**src/rtl/lsu_pkg.sv**
```systemverilog
// Shared definitions for the data-memory load/store unit: funct3 codes,
// FSM state encoding and the supported data width.
package lsu_pkg;

  localparam int DATA_W = 32;

  localparam logic [2:0] F3_B  = 3'b000;
  localparam logic [2:0] F3_H  = 3'b001;
  localparam logic [2:0] F3_W  = 3'b010;
  localparam logic [2:0] F3_BU = 3'b100;
  localparam logic [2:0] F3_HU = 3'b101;

  typedef enum logic [2:0] {
    IDLE   = 3'd0,
    LD     = 3'd1,
    RMW_RD = 3'd2,
    WR     = 3'd3,
    RESP   = 3'd4
  } lsu_state_t;

endpackage

```
**src/rtl/lsu_lane_unit.sv**
```systemverilog
// Combinational lane logic: little-endian load extract with sign/zero
// extension, and byte/halfword merge of store data into a read word.
module lsu_lane_unit
  import lsu_pkg::*;
(
  input  logic [2:0]        i_funct3,
  input  logic [1:0]        i_byte_off,
  input  logic [DATA_W-1:0] i_word,
  input  logic [DATA_W-1:0] i_wdata,
  output logic [DATA_W-1:0] o_ld_data,
  output logic [DATA_W-1:0] o_st_word
);

  logic [DATA_W-1:0] w_shift;
  logic [7:0]        w_byte;
  logic [15:0]       w_half;

  assign w_shift = i_word >> {i_byte_off, 3'b000};
  assign w_byte  = w_shift[7:0];
  assign w_half  = i_byte_off[1] ? i_word[31:16] : i_word[15:0];

  always_comb begin
    o_ld_data = i_word;
    case (i_funct3)
      F3_B:    o_ld_data = {{24{w_byte[7]}}, w_byte};
      F3_BU:   o_ld_data = {24'd0, w_byte};
      F3_H:    o_ld_data = {{16{w_half[15]}}, w_half};
      F3_HU:   o_ld_data = {16'd0, w_half};
      default: o_ld_data = i_word;
    endcase
  end

  // Untouched lanes keep the value just read from memory.
  always_comb begin
    o_st_word = i_word;
    case (i_funct3)
      F3_B: o_st_word[{i_byte_off, 3'b000} +: 8] = i_wdata[7:0];
      F3_H: begin
        if (i_byte_off[1]) o_st_word[31:16] = i_wdata[15:0];
        else               o_st_word[15:0]  = i_wdata[15:0];
      end
      default: o_st_word = i_wdata;
    endcase
  end

endmodule

```
**src/rtl/data_mem_lsu.sv**
```systemverilog
// Load/store sequencer for a single-port data memory: one request at a time,
// read-modify-write for sub-word stores, one response per accepted request.
module data_mem_lsu
  import lsu_pkg::*;
#(
  parameter int DATA_WIDTH = 32,
  parameter int ADDR_WIDTH = 8
) (
  input  logic                  clk,
  input  logic                  rst_n,
  input  logic                  req_valid,
  output logic                  req_ready,
  input  logic                  req_we,
  input  logic [2:0]            req_funct3,
  input  logic [31:0]           req_addr,
  input  logic [DATA_WIDTH-1:0] req_wdata,
  output logic                  rsp_valid,
  output logic                  rsp_err,
  output logic [DATA_WIDTH-1:0] rsp_rdata,
  output logic [ADDR_WIDTH-1:0] mem_addr,
  output logic [DATA_WIDTH-1:0] mem_data_in,
  output logic                  mem_we,
  output logic                  mem_re,
  input  logic [DATA_WIDTH-1:0] mem_data_out
);

  lsu_state_t            r_state;
  logic                  r_we;
  logic [2:0]            r_funct3;
  logic [1:0]            r_off;
  logic [ADDR_WIDTH-1:0] r_waddr;
  logic [DATA_WIDTH-1:0] r_wdata;
  logic [DATA_WIDTH-1:0] r_wbuf;
  logic [DATA_WIDTH-1:0] r_rdata;
  logic                  r_err;

  logic [ADDR_WIDTH-1:0] w_word_addr;
  logic                  w_accept;
  logic                  w_f3_ok;
  logic                  w_misal;
  logic                  w_oor;
  logic                  w_err;
  logic [DATA_WIDTH-1:0] w_ld_data;
  logic [DATA_WIDTH-1:0] w_st_word;

  assign w_word_addr = req_addr[ADDR_WIDTH+1:2];
  assign w_accept    = req_valid && req_ready;

  assign w_f3_ok = (req_funct3 == F3_B) || (req_funct3 == F3_H) || (req_funct3 == F3_W) ||
                   (!req_we && ((req_funct3 == F3_BU) || (req_funct3 == F3_HU)));
  assign w_misal = ((req_funct3[1:0] == 2'b01) && req_addr[0]) ||
                   ((req_funct3[1:0] == 2'b10) && (req_addr[1:0] != 2'b00));
  assign w_oor   = |(req_addr >> (ADDR_WIDTH + 2));
  assign w_err   = !w_f3_ok || w_misal || w_oor;

  lsu_lane_unit u_lane (
    .i_funct3   (r_funct3),
    .i_byte_off (r_off),
    .i_word     (mem_data_out),
    .i_wdata    (r_wdata),
    .o_ld_data  (w_ld_data),
    .o_st_word  (w_st_word)
  );

  // Response fields only change on the edge entering RESP, so they hold
  // steady between responses.
  always_ff @(posedge clk or negedge rst_n) begin
    if (!rst_n) begin
      r_state  <= IDLE;
      r_we     <= 1'b0;
      r_funct3 <= 3'd0;
      r_off    <= 2'd0;
      r_waddr  <= '0;
      r_wdata  <= '0;
      r_wbuf   <= '0;
      r_rdata  <= '0;
      r_err    <= 1'b0;
    end else begin
      case (r_state)
        IDLE: begin
          if (w_accept) begin
            r_we     <= req_we;
            r_funct3 <= req_funct3;
            r_off    <= req_addr[1:0];
            r_waddr  <= w_word_addr;
            r_wdata  <= req_wdata;
            if (w_err) begin
              r_err   <= 1'b1;
              r_rdata <= '0;
              r_state <= RESP;
            end else if (!req_we) begin
              r_state <= LD;
            end else if (req_funct3 == F3_W) begin
              r_wbuf  <= req_wdata;
              r_state <= WR;
            end else begin
              r_state <= RMW_RD;
            end
          end
        end
        LD: begin
          r_rdata <= w_ld_data;
          r_err   <= 1'b0;
          r_state <= RESP;
        end
        RMW_RD: begin
          r_wbuf  <= w_st_word;
          r_state <= WR;
        end
        WR: begin
          r_rdata <= '0;
          r_err   <= 1'b0;
          r_state <= RESP;
        end
        RESP:    r_state <= IDLE;
        default: r_state <= IDLE;
      endcase
    end
  end

  assign req_ready   = (r_state == IDLE) && rst_n;
  assign rsp_valid   = (r_state == RESP);
  assign rsp_err     = r_err;
  assign rsp_rdata   = r_rdata;
  assign mem_re      = (r_state == LD) || (r_state == RMW_RD);
  assign mem_we      = (r_state == WR);
  assign mem_data_in = r_wbuf;
  // In IDLE the request address goes straight out so memory latches it on the accept edge.
  assign mem_addr    = (r_state == IDLE) ? w_word_addr : r_waddr;

endmodule

```
**config.mk**
```make
export PLATFORM = sky130hd
export DESIGN_NAME = data_mem_lsu
export DESIGN_NICKNAME = d
export VERILOG_FILES = /design/src/rtl/lsu_pkg.sv /design/src/rtl/lsu_lane_unit.sv /design/src/rtl/data_mem_lsu.sv
export SDC_FILE = /design/constraint.sdc
export NUM_CORES = 1
export LEC_CHECK = 0
export CAP_MARGIN = 0
export CELL_PAD_IN_SITES_DETAIL_PLACEMENT = 0
export CELL_PAD_IN_SITES_GLOBAL_PLACEMENT = 1
export CORE_MARGIN = 1
export CORE_UTILIZATION = 38
export CTS_BUF_LIST = sky130_fd_sc_hd__clkbuf_2 sky130_fd_sc_hd__clkbuf_4 sky130_fd_sc_hd__clkbuf_8
export CTS_CLUSTER_SIZE = 28
export DETAILED_ROUTE_END_ITERATION = 12
export GPL_TIMING_DRIVEN = 0
export HOLD_SLACK_MARGIN = 0.08
export MAX_ROUTING_LAYER = met4
export PLACE_DENSITY = 0.88
export SETUP_SLACK_MARGIN = 0.1
export SYNTH_ARGS = -nofsm -noshare
export SYNTH_HDL_FRONTEND = slang
export SYNTH_SLANG_ARGS = --single-unit
```
**constraint.sdc**
```tcl
create_clock -name clk -period 3.68 [get_ports clk]
set_input_delay 0.552 -clock clk [delete_from_list [all_inputs] [get_ports clk]]
set_output_delay 0.552 -clock clk [all_outputs]
set_load 0.02 [all_outputs]
```
==> results <==
## routing by layer
| layer | GRT usage [%] | share of wire, % | vias up |
|---|---|---|---|
| met1 | 39.4 | 44 | 3399 |
| met2 | 43.8 | 46 | 298 |
| met4 | 10.4 | 2.8 | 0 |
| met5 | - | 0 | - |
| li1 | - | - | 3140 |
| met3 | 5.22 | 6.9 | 45 |
## worst max path at each step
stage                                 startpoint                          end  slack [ns]
after floorplan             r_off[0]$_DFFE_PN0P_  mem_data_in[10]$_DFFE_PN0P_        1.07
after global placement                     rst_n       r_state[0]$_DFFE_PN0P_       -4.12
after detailed placement    r_off[1]$_DFFE_PN0P_  mem_data_in[13]$_DFFE_PN0P_        0.52
after CTS                 r_state[0]$_DFFE_PN0P_                       mem_re        0.37
after global routing      r_state[0]$_DFFE_PN0P_                       mem_re        0.21
final                     r_state[0]$_DFFE_PN0P_                       mem_re        0.36
## registers in the layout (all words and copies together) (netlist names)
signal       count
rsp_rdata       32
r_wdata         32
r_off            2
r_state          3
rsp_err          1
r_funct3         3
r_waddr          8
mem_data_in     32
## cell type report
type	instances	area [µm²]
fillers	1663	8010
multi-input cells	516	3540
flip-flops and latches	113	2830
repair buffers	181	1830
plain buffers	66	290
well taps	225	282
clock buffers	20	275
clock inverters	12	203
inverters	40	150
## timing repair
item                                    CTS  global route
endpoints found under the hold margin     1             0
endpoints found under the setup margin    0             0
setup buffers                             0             0
hold buffers                              1             0
## synth_stat cells (8+ instances only)
master	count	area share, %
a221oi_1	24	3.1
a32o_1	8	1.2
nor4b_1	8	1.0
nand2_1	135	7.4
o311ai_1	20	2.6
clkbuf_1	46	2.5
a21oi_1	23	1.7
o32ai_1	30	3.9
o21a_1	10	1.1
mux2_2	10	1.7
o31ai_1	27	3.0
buf_2	13	0.95
dfrtp_1	113	42
a221o_1	23	3.4
o21ai_0	26	1.9
nor2_1	56	3.1
inv_1	38	2.1
mux2i_1	34	5.0
## metrics by stage
step / setup TNS [ns] / util, % / std cells
global route: 0 / 54.0 / 1173
detailed placement: 0 / 51.2 / 1140
floorplan: 0 / - / 735
CTS: 0 / 54.0 / 1173
global placement: -662.30 / 51.0 / 1139
finish: 0 / 54.0 / 1173
## critical path, cell delays in order (launching register included)
cell and delay (ns):
dfrtp_1 0.46, nor2_1 0.13, nand2_1 0.17, buf_1 0.42, clkbuf_1 0.44, nand2_1 0.13
clkdlybuf4s50_1 0.58
## cell families (layout without fill, tap and decap cells)
| group | Yosys count | after routing | synth area share [%] |
|---|---|---|---|
| DFF | 113 | 113 | 41.5 |
| adders and majority gates | 5 | 5 | 0.918 |
| AOI/OAI and AO/OA | 218 | 218 | 25.3 |
| muxes | 51 | 51 | 8.30 |
| buffers and inverters | 106 | 319 | 6.46 |
| and+or+nand+nor | 242 | 242 | 17.5 |
## report_power, final
part / switching (mW) / leakage (nW) / total [mW] / internal (mW)
combinational: 0.529 / 2.25 / 0.895 / 0.366
sequential: 0.0910 / 1.50 / 1.41 / 1.32
clock: 0.561 / 0.228 / 1.42 / 0.864
==> metrics.md <==
| Metric | Value |
|---|---|
| Status | `finished clean` |
| Vias in the first global route | `6707` |
| H-tree levels | `4` |
| Router iterations before antenna repair | `5` |
| Max-cap violations | `0` |
| Starting Density | `39.1%` |
| PnR worst setup slack | `0.361 ns` |
| Clk_skew | `0.0105 ns` |
| Initial DRC count | `693` |
| RSZ-0062 raised after global routing | `false` |
| Die H | `136 µm` |
| Cell count after synthesis | `735` |
| GRT Util Overall | `29.2%` |
| Hold_sp | `r_waddr[2]$_DFFE_PN0P_` |
| Post-synth net total | `843` |
| Worst hold path type | `register to register` |
| FF-to-FF End | `mem_data_in[9]$_DFFE_PN0P_` |
| Critical path type | `register to output pin` |
| Synth warnings | `0` |
| Largest net degree at the start of global routing | `64` |
| Post-synth EDFFs | `0` |
| Residual DRC | `0` |
| Gr ovfl total | `0` |
| Max-slew violation count | `0` |
| Layout cell share with drive strength beyond 1 | `8.65%` |
| Final Setup Violations | `0` |
| Slew @ Worst Pin | `0.700 ns` |
| Total CTS buffers | `17` |
| Peak VDD IR | `0.000245 V` |
| CTS root buf | `clkbuf_8` |
| Clock buffer depth | `2` |
| Antenna violations before repair | `0` |
| I/O Pins | `180` |
| Post-CTS resize count | `0` |
| Pre-CTS WS | `0.522 ns` |
| CTS sink cnt | `113` |
| Count of final hold-check violations | `0` |
| Clock period minus worst slack | `3.32 ns` |
| Fin crit share | `90.2%` |
| Critical path launch point type | `register` |
| WHS Path Cells | `2` |
| Max Clk Rate | `0.301 GHz` |
| Synthesized area per cell | `9.27 µm²` |
| Critical path data required time | `3.13 ns` |
| Syn-to-layout area delta | `38.0%` |
| R2R cell count | `9` |
| Ys flop type | `dfrtp_1` |
| Leakage | `3.98 nW` |
| CP max FO | `10` |
| # diodes | `0` |
| Tot Pwr | `3.73 mW` |
| Sequential share of the synthesized area | `41.5%` |
| RePlAce Congestion | `0.974` |
| Via Count | `6882` |
| Die W | `136 µm` |
| Asr flop ratio synth | `100%` |
| Fin nets | `1043` |
| Commonest non-fill, non-tap cell in the layout | `clkdlybuf4s50_1` |
| Area after DPL | `0.00891 mm²` |
| Hold slack | `0.478 ns` |
| Yosys reg bits | `113` |
| Clock transition at the registers of the reported paths | `0.07 ns` |
| Port bufs | `179` |
| Mapped cell area | `0.00681 mm²` |
| Post-route antenna net violation count | `0` |
| FP Rows | `48` |
| Crit end category | `output pin` |
| Clock latency on the worst-skew pair | `0.44 ns` |
| Critical Path AT | `2.77 ns` |
| Max-slew headroom | `53.4%` |
| Commonest cells after routing, fill and taps aside | `clkdlybuf4s50_1 (178), nand2_1 (135), dfrtp_1 (113), nor2_1 (56), clkbuf_1 (46)` |
| First-pass GRT wire length | `38.8 mm` |
| R2r startpoint | `r_off[1]$_DFFE_PN0P_` |
| WHS Endpoint | `r_waddr[2]$_DFFE_PN0P_` |
| Die area | `0.0185 mm²` |
| Core Box Area | `0.0174 mm²` |
| DP Wirelength | `18.9 mm` |
| Drt total wl | `25.3 mm` |
| Routed len/inst | `21.5 µm` |
| CTS tree | `yes` |
| Design area | `0.00940 mm²` |
| PD cells | `396 mW/mm²` |
| Vias per cell | `5.87` |
| R2R setup slack | `0.43 ns` |
| Netlist cell types | `59` |
Note: power is estimated with default switching activity, not from simulation.
